`config.mk`:
```
export PLATFORM = sky130hd
export DESIGN_NAME = led_counter_ctrl
export DESIGN_NICKNAME = d
export VERILOG_FILES = /design/src/rtl/led_ctrl_pkg.sv /design/src/rtl/btn_debounce.sv /design/src/rtl/led_counter_ctrl.sv
export SDC_FILE = /design/constraint.sdc
export NUM_CORES = 1
export LEC_CHECK = 0
export CAP_MARGIN = 15
export CELL_PAD_IN_SITES_DETAIL_PLACEMENT = 1
export CELL_PAD_IN_SITES_GLOBAL_PLACEMENT = 1
export CORE_ASPECT_RATIO = 0.9
export CORE_MARGIN = 2
export CORE_UTILIZATION = 50
export DETAILED_ROUTE_END_ITERATION = 7
export PLACE_DENSITY_LB_ADDON = 0.1
export SYNTH_ARGS = -nofsm -noshare
export SYNTH_HDL_FRONTEND = slang
export SYNTH_SLANG_ARGS = --single-unit
```
`constraint.sdc`:
```
create_clock -name clk -period 6.89 [get_ports clk]
set_input_delay 1.0335 -clock clk [delete_from_list [all_inputs] [get_ports clk]]
set_output_delay 1.0335 -clock clk [all_outputs]
set_load 0.03 [all_outputs]
```
`src/rtl/led_ctrl_pkg.sv`:
```
// Shared definitions for the LED counter controller.
//   state_e : run/stop FSM encoding (STOP = 0, RUN = 1)
//   SPEED_W : width of the speed index
//   LED_W   : width of the count / LED bus
package led_ctrl_pkg;

  typedef enum logic {
    STOP = 1'b0,
    RUN  = 1'b1
  } state_e;

  localparam int SPEED_W = 2;
  localparam int LED_W   = 16;

endpackage : led_ctrl_pkg

```
`src/rtl/btn_debounce.sv`:
```
// Pushbutton front end: two-flop synchroniser, debounce counter and
// rising-edge press detector.
//   clk     : clock
//   rst     : synchronous active-high reset
//   btn_raw : raw asynchronous button level
//   press   : one-cycle pulse on each accepted 0->1 transition
module btn_debounce #(
  parameter int DEBOUNCE_W = 20
) (
  input  logic clk,
  input  logic rst,
  input  logic btn_raw,
  output logic press
);

  logic                  sync_meta;
  logic                  sync_lvl;
  logic                  stable;
  logic                  stable_d;
  logic [DEBOUNCE_W-1:0] cnt;

  // NOTE: sequential state is always written with non-blocking assignments so
  // every flop samples the pre-edge value of its neighbours.
  always_ff @(posedge clk) begin
    if (rst) begin
      sync_meta <= 1'b0;
      sync_lvl  <= 1'b0;
      stable    <= 1'b0;
      stable_d  <= 1'b0;
      cnt       <= '0;
    end else begin
      sync_meta <= btn_raw;
      sync_lvl  <= sync_meta;
      stable_d  <= stable;
      // Any return to the accepted level restarts the stability window.
      if (sync_lvl == stable) begin
        cnt <= '0;
      end else if (cnt == '1) begin
        stable <= sync_lvl;
        cnt    <= '0;
      end else begin
        cnt <= cnt + DEBOUNCE_W'(1);
      end
    end
  end

  // Releases (1->0) are ignored; only new presses pulse.
  assign press = stable & ~stable_d;

endmodule : btn_debounce

```
`src/rtl/led_counter_ctrl.sv`:
```
// User-controlled 16-bit up/down LED counter.
//   clk       : clock
//   rst       : synchronous active-high reset
//   btn_run   : raw button, toggles run/stop
//   btn_dir   : raw button, toggles count direction
//   btn_speed : raw button, cycles speed 0..3
//   btn_clr   : raw button, clears count and prescaler
//   led       : registered count value
//   running   : high while in RUN
//   dir_down  : 0 = count up, 1 = count down
//   speed     : current speed index (tick period 2^(PRESC_W-speed))
module led_counter_ctrl
  import led_ctrl_pkg::*;
#(
  parameter int PRESC_W    = 23,
  parameter int DEBOUNCE_W = 20
) (
  input  logic               clk,
  input  logic               rst,
  input  logic               btn_run,
  input  logic               btn_dir,
  input  logic               btn_speed,
  input  logic               btn_clr,
  output logic [LED_W-1:0]   led,
  output logic               running,
  output logic               dir_down,
  output logic [SPEED_W-1:0] speed
);

  localparam logic [PRESC_W-1:0] PRESC_MAX = '1;

  logic run_press, dir_press, speed_press, clr_press;

  btn_debounce #(.DEBOUNCE_W(DEBOUNCE_W)) u_db_run (
    .clk(clk), .rst(rst), .btn_raw(btn_run), .press(run_press)
  );
  btn_debounce #(.DEBOUNCE_W(DEBOUNCE_W)) u_db_dir (
    .clk(clk), .rst(rst), .btn_raw(btn_dir), .press(dir_press)
  );
  btn_debounce #(.DEBOUNCE_W(DEBOUNCE_W)) u_db_speed (
    .clk(clk), .rst(rst), .btn_raw(btn_speed), .press(speed_press)
  );
  btn_debounce #(.DEBOUNCE_W(DEBOUNCE_W)) u_db_clr (
    .clk(clk), .rst(rst), .btn_raw(btn_clr), .press(clr_press)
  );

  state_e               state_q, state_d;
  logic [PRESC_W-1:0]   presc_q;
  logic [PRESC_W-1:0]   presc_limit;
  logic [LED_W-1:0]     count_q;
  logic                 dir_q;
  logic [SPEED_W-1:0]   speed_q;
  logic                 tick;

  // FSM state register
  always_ff @(posedge clk) begin
    if (rst) state_q <= STOP;
    else     state_q <= state_d;
  end

  // FSM next state: a run press toggles between STOP and RUN
  // NOTE: every signal assigned in always_comb gets a default first so no
  // path leaves it unassigned and no latch is inferred.
  always_comb begin
    state_d = state_q;
    if (run_press) state_d = (state_q == RUN) ? STOP : RUN;
  end

  // FSM outputs
  always_comb begin
    running = (state_q == RUN);
  end

  // P-1 = 2^(PRESC_W-speed)-1, i.e. the all-ones value shifted down by speed.
  assign presc_limit = PRESC_MAX >> speed_q;
  assign tick        = (state_q == RUN) && (presc_q == presc_limit);

  always_ff @(posedge clk) begin
    if (rst) begin
      presc_q <= '0;
      count_q <= '0;
      dir_q   <= 1'b0;
      speed_q <= '0;
    end else begin
      if (dir_press)   dir_q   <= ~dir_q;
      if (speed_press) speed_q <= speed_q + SPEED_W'(1);

      // Clear and speed change restart the interval; STOP holds the prescaler
      // so a resumed run finishes the interval already in progress.
      if (clr_press || speed_press) begin
        presc_q <= '0;
      end else if (state_q == RUN) begin
        presc_q <= tick ? '0 : presc_q + PRESC_W'(1);
      end

      // Clear beats tick; a tick coinciding with a speed change is dropped.
      // The old direction applies to a tick in the same cycle as a dir press.
      if (clr_press) begin
        count_q <= '0;
      end else if (tick && !speed_press) begin
        count_q <= dir_q ? count_q - LED_W'(1) : count_q + LED_W'(1);
      end
    end
  end

  assign led      = count_q;
  assign dir_down = dir_q;
  assign speed    = speed_q;

endmodule : led_counter_ctrl

```
==> results.yml, run 1 <==
synthesis:
  synthMuxAreaShare_pct: 1.408
  synth_top_family_by_area: "simple AND/OR/NAND/NOR gates"
  synth_seq_cells: 139
  synth.distinct_cells: 50
  synth.cell_area_sq_um: 6396
  synth-seq-area-share_pct: 43.51
  synth-compound-area-share_pct: 6.416
  synth_simple_gate_area_share_pct: 26.33
  synthFlopType: "dfxtp_1"
  syn_area_per_cell_sq_um: 8.871
  netlist_instances: 721
  syn_nets: 749
  synthAdderAreaFrac_pct: 4.421
  synth-async-reset-ratio_pct: 0
  synth_edf_count: 0
  synth_xor_area_share_pct: 15.34
  synth_warnings: 0
finish:
  mostFrequentLayoutCells: "nor2_1, dfxtp_1, xor2_1"
  drive_gt1_share_pct: 5.284
  nNetsFinal: 772
  final_common_cell: "nor2_1"
  area_growth_pct: 14.87
  n_antenna_cell: 0
  layout.cells.non_filler: 921
floorplanning:
  rows: 39
  die_y_um: 111.3
  die_area_sq_um: 13710
  start_util_pct: 50.81
  core_region_area_sq_um: 12590
  io-pin-count: 26
  die_w_um: 123.2
power_and_ir_drop:
  power.leakage_nw: 2.736
  p_per_area_nw_per_um2: 237.2
  peakVddDrop_mv: 0.1722
clock_network:
  cts_resized: 0
  clock_path_buffers: 2
  cts-root-buf: "clkbuf_16"
  cts_tree: "yes"
  insertion_delay_ps: 420
  cts-hold-fix-buffers: 0
  numCtsBuffers: 17
  clk_pin_slew_ps: 50
  htreeDepth: 4
  post-cts-setup-buffers: 0
  clock-sinks: 139
placed_design:
  routabilityCongestion: 0.8587
  dp_hpwl_um: 9506
  portBuffers: 25
  placed_cells: 889
route:
  dr.pass1.iters: 4
  dr_total_vias: 4893
  met3_length_um: 404
  avgViaCountPerCell: 5.313
  wl_per_cell_um: 15.33
  topRoutingLayerUsed: "met4"
  routed_wl_um: 14120
  met1_length_um: 6574
  wl_met2_um: 6939
  ant_nets: 0
  initialDrtViolationCount: 259
  drc: 0
critical_path:
  regToRegSetupSlack_ps: 3840
  crit_path_cell_trace: "clkdlybuf4s50_1"
  required_ps: 5860
  critPathTopFamily: "flip-flops"
  cp_slowest_cell: "dfxtp_1"
  cp.arrival_ps: 2080
  critPathBufInv: 1
  critPathMaxFanout: 19
  max_stage_delay_ps: 850
  crit_type: "reg2out"
  end_kind: "output port"
  worst_setup_path_start_kind: "register"
global_routing:
  grt_max_degree: 27
  grt_pass1_wl_um: 24460
  antenna_found_initial: 0
  grt_overflow_total: 0
  grt_pass1_vias: 5266
  track_usage_pct: 22.36
timing:
  tns_ps: 0
  hold_viol_final: 0
  period_share_pct: 45.20
  worst_slew_pin_slew_ps: 825.0
  slew_violations: 0
  whs_ps: 435.2
  rsz0062_at_grt: "no"
  finClkSkew_ps: 5.045
  max-slew-margin-rel_pct: 44.49
  setup_viol: 0
  finalCriticalPeriod_ps: 3114
  fmax_mhz: 321.1
run:
  maxCapViolCount: 0
worst_hold_path:
  hold_class: "reg2reg"
outcome:
  outcome: "finished, final reports clean"
## sequential cells by signal, summed over array words and instances (netlist names), 2 cells and up
name            count
u_db_speed.cnt     20
presc_q            23
led                16
u_db_run.cnt       20
u_db_clr.cnt       20
u_db_dir.cnt       20
speed               2
## Yosys cell counts (5+ instances only)
library cell	instances	area (sq um)
a21o_1	10	75.07
a21oi_1	22	110.1
and2_1	5	31.28
and3_1	19	118.9
and4_1	12	105.1
buf_2	9	45.04
clkbuf_1	10	37.54
dfxtp_1	139	2783
ha_1	21	262.8
inv_1	14	52.55
mux2i_1	9	90.09
nand2_1	48	180.2
nand2b_1	12	75.07
nand3_1	43	215.2
nand4_1	15	93.84
nor2_1	148	555.5
nor2b_1	15	93.84
nor3_1	8	40.04
o21ai_0	7	35.03
or3_1	5	31.28
xnor2_1	44	385.4
xor2_1	68	595.6
## layer usage
| layer | track usage, % | up-vias |
|---|---|---|
| li1 | - | 2465 |
| met1 | 27.77 | 2368 |
| met2 | 37.47 | 40 |
| met3 | 5.761 | 20 |
| met4 | 7.500 | 0 |
| met5 | 0 | - |
## path summary, 6_finish.rpt
path                   startpoint             endpoint  cells after the start
max                      dir_down             dir_down                      1
max reg2reg              dir_down              led[14]                      7
min reg2reg  u_db_speed.sync_meta  u_db_speed.sync_lvl                      1
min          u_db_speed.sync_meta  u_db_speed.sync_lvl                      1
## cell families after synthesis
kind of cell	count (synthesis)
compound gates	60
xor+xnor	112
fa+ha+maj	22
buf+inv	36
flops	139
mux	9
simple gates	343
## power by group
part / internal [mW] / switching [mW] / total [mW]
sequential: 0.807 / 0.00162 / 0.809
clock: 0.587 / 0.328 / 0.915
combinational: 0.00642 / 0.0120 / 0.0184
## per-stage QoR
stage / total power [mW] / util [%] / setup WS (ps) / cell area [sq um]
finish: 1.742 / 58.36 / 3776 / 7347
global route: 1.805 / 58.36 / 3604 / 7347
CTS: 1.764 / 58.36 / 3754 / 7347
detailed placement: 0.8446 / 53.59 / 3820 / 6746
global placement: 0.8436 / 53.59 / 3963 / 6746
floorplan: 0.8394 / - / 4260 / 6396
## cell type report
| type | instances | area (sq um) |
|---|---|---|
| fillers | 1467 | 5243 |
| multi-input cells | 546 | 3448 |
| flip-flops and latches | 139 | 2783 |
| clock buffers | 25 | 515.5 |
| repair buffers | 26 | 257.7 |
| well taps | 164 | 205.2 |
| clock inverters | 7 | 85.08 |
| inverters | 14 | 52.55 |
(Power assumes the default switching activity.)
==> run 2, diff against run 1 <==
- CORE_UTILIZATION: 50 -> 42
- clock period: 6.89 -> 2.64 ns (I/O delays scaled with it)
==> results.yml, run 2 (synthesized netlist as in run 1, its figures left out) <==
critical_path:
  crit_type: "reg2reg"
  cp.depth: 8
  critPathBufInv: 1
  r2r_start: "dir_down"
  required_ps: 3000
  crit_path_cell_trace: "buf_4 -> ha_2 -> o21ai_0 -> nand2b_1 -> o2111ai_1 -> a211o_1 -> a2111oi_0 -> a311o_1"
  max_stage_delay_ps: 420
  r2r_cells: 8
  critPathMaxFanout: 14
  end_kind: "register"
  critPathTopFamily: "compound AO/OA/AOI/OAI gates"
  cp.arrival_ps: 2820
  regToRegSetupSlack_ps: 180
  worst_setup_path_start_kind: "register"
  timing.rr.end: "led[13]"
  cp_slowest_cell: "ha_2"
finish:
  drive_gt1_share_pct: 7.143
  mostFrequentLayoutCells: "nor2_1, dfxtp_1, xor2_1"
  top_register: "presc_q"
  largest_reg_flops: 23
  nNetsFinal: 785
  area_growth_pct: 16.73
  final_cell_area_sq_um: 7466
  n_antenna_cell: 0
  final_common_cell: "nor2_1"
global_routing:
  met2_usage_pct: 31.47
  grt_pass1_vias: 5160
  antenna_found_initial: 0
  grt_overflow_total: 0
  grt_pass1_wl_um: 24310
  grt_use_met1_pct: 23.38
  grt_max_degree: 22
  met3_usage_pct: 4.887
  track_usage_pct: 18.76
  top_usage_layer: "met2"
clock_network:
  cts_resized: 0
  clk_pin_slew_ps: 60
  numCtsBuffers: 17
  insertion_delay_ps: 420
  cts-root-buf: "clkbuf_16"
  cts_tree: "yes"
  clock_path_buffers: 2
  post-cts-setup-buffers: 0
  cts-hold-fix-buffers: 0
  clock-sinks: 139
  htreeDepth: 4
power_and_ir_drop:
  p_total_mw: 4.440
  p_per_area_nw_per_um2: 594.7
  power.leakage_nw: 2.783
  peakVddDrop_mv: 0.4472
route:
  ant_nets: 0
  drc: 0
  wl_per_cell_um: 14.56
  initialDrtViolationCount: 161
  dr.pass1.iters: 4
  dr_total_vias: 4937
  routed_wl_um: 14090
  avgViaCountPerCell: 5.100
outcome:
  outcome: "finished, final reports clean"
worst_hold_path:
  whs_endpoint: "u_db_dir.sync_lvl"
  worstHoldPathCells: 1
  hp-start: "u_db_dir.sync_meta"
  hold_class: "reg2reg"
timing:
  worst_slack_ps: 184.2
  period_share_pct: 93.02
  max-slew-margin-rel_pct: 54.10
  rsz0062_at_grt: "no"
  hold_viol_final: 0
  fmax_mhz: 407.2
  finalCriticalPeriod_ps: 2456
  slew_violations: 0
  tns_ps: 0
  finClkSkew_ps: 4.697
  worst_slew_pin_slew_ps: 682.2
  setup_viol: 0
floorplanning:
  rows: 42
  core_region_area_sq_um: 14820
  die_y_um: 121.1
  io-pin-count: 26
  die_area_sq_um: 16230
  start_util_pct: 43.16
  die_w_um: 134.1
placed_design:
  dp_hpwl_um: 9938
  routabilityCongestion: 0.8393
  portBuffers: 25
  post-place-ws_ps: 96.57
  place_area_sq_um: 6887
run:
  maxCapViolCount: 0
==> run 2: layout make-up <==
cell class	count	area [sq um]
Clock inverter	7	62.56
Clock buffer	25	505.5
Sequential cell	139	2784
Timing Repair Buffer	39	355.3
Fill cell	1769	7353
Inverter	14	52.55
Multi-Input combinational cell	546	3458
Tap cell	198	247.7
==> run 2: report_power, final <==
part	internal, mW	switching [mW]
logic	0.0206	0.0333
registers	2.11	0.00461
clock network	1.41	0.864
==> run 2: worst register-to-register path, delay by kind of cell, from the launching register on <==
family | cells | cell delay (ps)
simple gates | 1 | 120
compound gates | 5 | 1280
buf+inv | 1 | 220
flops | 1 | 360
fa+ha+maj | 1 | 430
==> run 2: stage by stage <==
step	instances	hold slack (ps)	util (%)
global placement	936	427.8	46.47
global route	968	465.1	50.38
CTS	968	458.7	50.30
floorplan	721	413.8	-
finish	968	452.6	50.38
detailed placement	936	437.1	46.47
==> run 2: routing by layer <==
layer	vias to the layer above	wire, um
met4	0	193
met3	12	324
met1	2396	6685
li1	2490	-
met5	-	0
met2	39	6886
==> run 2: worst max path at each step <==
stage	startpoint	end	slack, ps
2_1_floorplan	dir_down	led[14]	10
3_3_place_gp	dir_down	led[15]	240
3_5_place_dp	dir_down	led[15]	100
4_1_cts	dir_down	led[15]	70
5_1_grt	dir_down	led[13]	30
6_report	dir_down	led[13]	180
